[src/rtl/video_timing_gen.sv]
// Raster timing generator: pixel/line counters plus registered sync, active-draw, new-frame and frame count.
// Optional macro VIDEO_TIMING_SYNC_INVERT_EN makes hs_out/vs_out active-low.
module video_timing_gen #(
  parameter int unsigned ACTIVE_H_PIXELS = 1280,
  parameter int unsigned H_FRONT_PORCH   = 110,
  parameter int unsigned H_SYNC_WIDTH    = 40,
  parameter int unsigned H_BACK_PORCH    = 220,
  parameter int unsigned ACTIVE_LINES    = 720,
  parameter int unsigned V_FRONT_PORCH   = 5,
  parameter int unsigned V_SYNC_WIDTH    = 5,
  parameter int unsigned V_BACK_PORCH    = 20,
  parameter int unsigned FPS             = 60
) (
  input  logic        clk_pixel_in,
  input  logic        rst_in,
  output logic [10:0] hcount_out,
  output logic [9:0]  vcount_out,
  output logic        hs_out,
  output logic        vs_out,
  output logic        ad_out,
  output logic        nf_out,
  output logic [5:0]  fc_out
);

  localparam int unsigned H_TOTAL = ACTIVE_H_PIXELS + H_FRONT_PORCH + H_SYNC_WIDTH + H_BACK_PORCH;
  localparam int unsigned V_TOTAL = ACTIVE_LINES + V_FRONT_PORCH + V_SYNC_WIDTH + V_BACK_PORCH;

  localparam logic [10:0] H_LAST   = 11'(H_TOTAL - 1);
  localparam logic [10:0] H_ACTIVE = 11'(ACTIVE_H_PIXELS);
  localparam logic [10:0] HS_FIRST = 11'(ACTIVE_H_PIXELS + H_FRONT_PORCH);
  localparam logic [10:0] HS_LAST  = 11'(ACTIVE_H_PIXELS + H_FRONT_PORCH + H_SYNC_WIDTH - 1);
  localparam logic [9:0]  V_LAST   = 10'(V_TOTAL - 1);
  localparam logic [9:0]  V_ACTIVE = 10'(ACTIVE_LINES);
  localparam logic [9:0]  VS_FIRST = 10'(ACTIVE_LINES + V_FRONT_PORCH);
  localparam logic [9:0]  VS_LAST  = 10'(ACTIVE_LINES + V_FRONT_PORCH + V_SYNC_WIDTH - 1);
  localparam logic [5:0]  FC_LAST  = 6'(FPS - 1);

`ifdef VIDEO_TIMING_SYNC_INVERT_EN
  localparam logic SYNC_IDLE = 1'b1;
`else
  localparam logic SYNC_IDLE = 1'b0;
`endif

  if (H_TOTAL > 2048 || V_TOTAL > 1024 || FPS > 64 || FPS == 0) begin : g_param_check
    $error("video_timing_gen: raster parameters exceed counter widths");
  end

  logic [10:0] hcount_q, hcount_d;
  logic [9:0]  vcount_q, vcount_d;
  logic        hs_q, hs_d;
  logic        vs_q, vs_d;
  logic        ad_q, ad_d;
  logic        nf_q, nf_d;
  logic [5:0]  fc_q, fc_d;

  // Every flag is decoded from the *next* position so it lands in the same edge as the counters.
  always_comb begin
    hcount_d = hcount_q + 11'd1;
    vcount_d = vcount_q;
    if (hcount_q == H_LAST) begin
      hcount_d = 11'd0;
      vcount_d = (vcount_q == V_LAST) ? 10'd0 : vcount_q + 10'd1;
    end

    hs_d = SYNC_IDLE;
    if (hcount_d >= HS_FIRST && hcount_d <= HS_LAST) hs_d = ~SYNC_IDLE;
    vs_d = SYNC_IDLE;
    if (vcount_d >= VS_FIRST && vcount_d <= VS_LAST) vs_d = ~SYNC_IDLE;

    ad_d = (hcount_d < H_ACTIVE) && (vcount_d < V_ACTIVE);
    nf_d = (hcount_d == 11'd0) && (vcount_d == V_ACTIVE);

    fc_d = fc_q;
    if (nf_d) fc_d = (fc_q == FC_LAST) ? 6'd0 : fc_q + 6'd1;
  end

  // Reset parks on the last pixel of a frame so the first free-running edge lands on (0,0).
  always_ff @(posedge clk_pixel_in) begin
    if (rst_in) begin
      hcount_q <= H_LAST;
      vcount_q <= V_LAST;
      hs_q     <= SYNC_IDLE;
      vs_q     <= SYNC_IDLE;
      ad_q     <= 1'b0;
      nf_q     <= 1'b0;
      fc_q     <= 6'd0;
    end else begin
      hcount_q <= hcount_d;
      vcount_q <= vcount_d;
      hs_q     <= hs_d;
      vs_q     <= vs_d;
      ad_q     <= ad_d;
      nf_q     <= nf_d;
      fc_q     <= fc_d;
    end
  end

  assign hcount_out = hcount_q;
  assign vcount_out = vcount_q;
  assign hs_out     = hs_q;
  assign vs_out     = vs_q;
  assign ad_out     = ad_q;
  assign nf_out     = nf_q;
  assign fc_out     = fc_q;

endmodule

[config.mk]
export PLATFORM = sky130hd
export DESIGN_NAME = video_timing_gen
export DESIGN_NICKNAME = d
export VERILOG_FILES = /design/src/rtl/video_timing_gen.sv
export SDC_FILE = /design/constraint.sdc
export NUM_CORES = 1
export LEC_CHECK = 0
export CORE_MARGIN = 4
export CORE_UTILIZATION = 30
export DETAILED_ROUTE_END_ITERATION = 7
export GPL_TIMING_DRIVEN = 0
export PLACE_DENSITY = 0.55
export SYNTH_ARGS = -nofsm -noshare
export SYNTH_HDL_FRONTEND = slang
export SYNTH_SLANG_ARGS = --single-unit
[constraint.sdc]
create_clock -name clk_pixel_in -period 5.75 [get_ports clk_pixel_in]
set_input_delay 1.4375 -clock clk_pixel_in [delete_from_list [all_inputs] [get_ports clk_pixel_in]]
set_output_delay 1.4375 -clock clk_pixel_in [all_outputs]
set_load 0.01 [all_outputs]
==> results_dict.tcl <==
set metrics [dict create \
    powerDensity_nw_per_um2 583 \
    r2r_cells 9 \
    synth_edf_count 0 \
    setup_viol 0 \
    grt_pass1_wl_um 9780 \
    worst_slack_ns 2.40 \
    postCtsHoldBufs 0 \
    crit_buf_inv 1 \
    placed_cell_area_um2 2430 \
    postCtsSetupRepairBufs 0 \
    viasPerCell 5.59 \
    vdd_drop_max_mv 0.170 \
    drtIter0Drc 85 \
    critPathRequiredTime_ns 5.97 \
    drc 0 \
    path_class "reg -> reg" \
    cp_max_fo 10 \
    cp-end-kind "flip-flop" \
    switchingPower_uw 706 \
    netlist_area_um2 2020 \
    die_h_um 90.1 \
    status "finished, final reports clean" \
    path_delay_family "simple AND/OR/NAND/NOR gates" \
    p_comb_share_pct 62.7 \
    clock_latency_ns 0.28 \
    clockPowerShare_pct 13.1 \
    drv_cap 0 \
    fillers 671 \
    core_area_um2 6460 \
    synth.distinct_cells 53 \
    fin_nets 301 \
    vias 2080 \
    syn_inst 256 \
    rsz0062_at_grt "no" \
    row_count 29 \
    whs_path_depth 2 \
    io_pins 33 \
    drt-total-wl_um 5850 \
    cts_tree "done" \
    initial_core_util_pct 31.3 \
    final_cell_mix "31 x dfxtp_1, 31 x clkdlybuf4s50_1, 23 x nand2_1" \
    worst_path_largest_cell_delay_ns 0.55 \
    htreeDepth 2 \
    grt_pass1_vias 1906 \
    hold_viol 0 \
    drt-wirelength-per-cell_um 15.7 \
    startpoint_type "flip-flop" \
    yosysWarningCount 0 \
    overflow 0 \
    power_leakage_nw 0.879 \
    clock-root-buffer "clkbuf_8" \
    first_pass_iters 4 \
    ctsLongestPathBuffers 2 \
    dieArea_um2 8110 \
    finalCritPeriodShare_pct 58.3 \
    relSlewSlack_pct 57.9 \
    crit_arrival_ns 3.57 \
    dieWidth_um 90.1 \
    syn_nets 263 \
    cts_buffers 5 \
    fmax_ghz 0.298 \
    fin_setup_tns_ns 0 \
    worst-path-stages 9 \
    critPathSlowestCell "or4b_1" \
    num_antenna_cells 0 \
    clk_pin_slew_ns 0.07 \
    ys_ff_latch 31 \
    switching_share_pct 47.9 \
    antenna_found_initial 0 \
    cpMostUsedCell "or4b_1" \
    area_growth_pct 25.1 \
    gp_congestion 0.862 \
    pwr-share-seq_pct 24.2 \
    synth_seq_area_share_pct 30.7 \
    clock-skew-final_ns 0.00586 \
    cts_resized 0 \
    grt_max_degree 11 \
    dp_slack_ns 2.44 \
    path_cells "ha_1, nand3b_1, or4b_1, buf_2, or4_4, a221oi_4, nand4_4, or4b_1, a21oi_1" \
    grt_usage_pct 14.6 \
    drive_gt1_share_pct 5.76 \
    intPower_uw 767 \
    final_util_pct 39.1 \
    finish.instance_area_um2 2530 \
    fin_crit_ns 3.35 \
    io_buffers 31 \
    postRouteAntennaNets 0 \
    syn_area_per_cell_um2 7.89 \
    tightest_slew_ns 0.623 \
    cts_sinks 31 \
    drv_slew 0 \
    dp_hpwl_um 4260 \
    async_flop_share_pct 0 \
    hold_class "reg -> reg" \
    synth-main-ff-cell "dfxtp_1" \
]
==> sequential cells by signal, indices dropped and copies added, names as in the netlist <==
name,flops
ad_out,1
fc_out,6
vcount_out,10
hcount_out,11
nf_out,1
vs_out,1
hs_out,1
==> through the flow <==
step	instances	hold WS, ns	power, mW
6_report	372	0.525	1.47
5_1_grt	372	0.574	1.60
3_3_place_gp	364	0.507	1.28
2_1_floorplan	256	0.520	0.981
3_5_place_dp	364	0.506	1.28
4_1_cts	372	0.526	1.47
==> metal layers <==
metal | track usage [%] | up-vias | part of all wire (%)
met3 | 3.67 | 6 | 4.6
met2 | 22.0 | 55 | 44
met1 | 20.6 | 979 | 50
met5 | 0 | - | 0
met4 | 3.83 | 0 | 1.1
li1 | - | 1040 | -
==> cells by family (layout without fill, tap and decap cells) <==
family,Yosys count,in the layout,share of synthesized area [%]
compound gates,75,75,24.6
mux,1,1,0.495
fa+ha+maj,5,5,3.10
flops,31,31,30.7
simple gates,106,106,30.0
xor+xnor,14,14,6.07
buf+inv,24,63,5.02
==> power groups by stage <==
stage	clock network [mW]	logic [mW]	registers, mW
floorplan	0	0.615	0.366
global placement	0	0.915	0.360
detailed placement	0	0.914	0.361
CTS	0.199	0.919	0.357
global route	0.208	1.02	0.370
finish	0.193	0.923	0.357
==> path summary, 6_finish.rpt <==
kind,from,endpoint,slack [ns]
max,hcount_out[0]$_SDFF_PP1_,fc_out[2]$_SDFFE_PP0P_,2.40
min reg2reg,fc_out[5]$_SDFFE_PP0P_,fc_out[5]$_SDFFE_PP0P_,0.52
min,fc_out[5]$_SDFFE_PP0P_,fc_out[5]$_SDFFE_PP0P_,0.52
max reg2reg,hcount_out[0]$_SDFF_PP1_,fc_out[2]$_SDFFE_PP0P_,2.40
==> worst reg2reg max path, delay by kind of cell (launching register included) <==
family	cells	cell delay, ns
AND/OR/NAND/NOR	5	1.85
AO/OA/AOI/OAI	2	0.55
flip-flops	1	0.44
adder cells (fa/ha/maj)	1	0.25
buffers and inverters	1	0.20
==> layout make-up <==
type / instances / area [um2] / share of cell area (%)
flip-flops and latches: 31 / 621 / 24.6
plain buffers: 16 / 71.3 / 2.82
well taps: 77 / 96.3 / 3.81
repair buffers: 31 / 310 / 12.3
multi-input cells: 201 / 1300 / 51.4
clock buffers: 8 / 100 / 3.96
inverters: 8 / 30.0 / 1.19
==> synthesized netlist by cell type, drive strengths merged, types with 2 or more instances <==
library cell,count,area share [%]
nor4,3,0.93
nand3,11,2.7
o2111ai,4,1.7
or3,2,0.62
or4b,2,0.99
a211oi,2,0.74
inv,8,1.5
or2,3,1.1
clkbuf,12,2.2
nor2b,4,1.2
nand4b,4,1.7
nand2,23,4.3
and4,3,1.3
dfxtp,31,31
o211ai,4,1.5
nor2,17,3.2
nand3b,4,1.5
or4,2,0.93
o22ai,3,0.93
a21oi,16,4.0
o31ai,5,1.9
nand4,6,2.6
xnor2,10,4.3
and2,2,0.62
and4b,2,0.99
and3,10,3.1
o41ai,2,0.87
a31oi,4,1.2
ha,5,3.1
nor3,6,1.5
xor2,4,1.7
buf,4,1.3
a221oi,2,1.7
o21ai,22,5.4
Note: power is estimated with default switching activity, not from simulation.
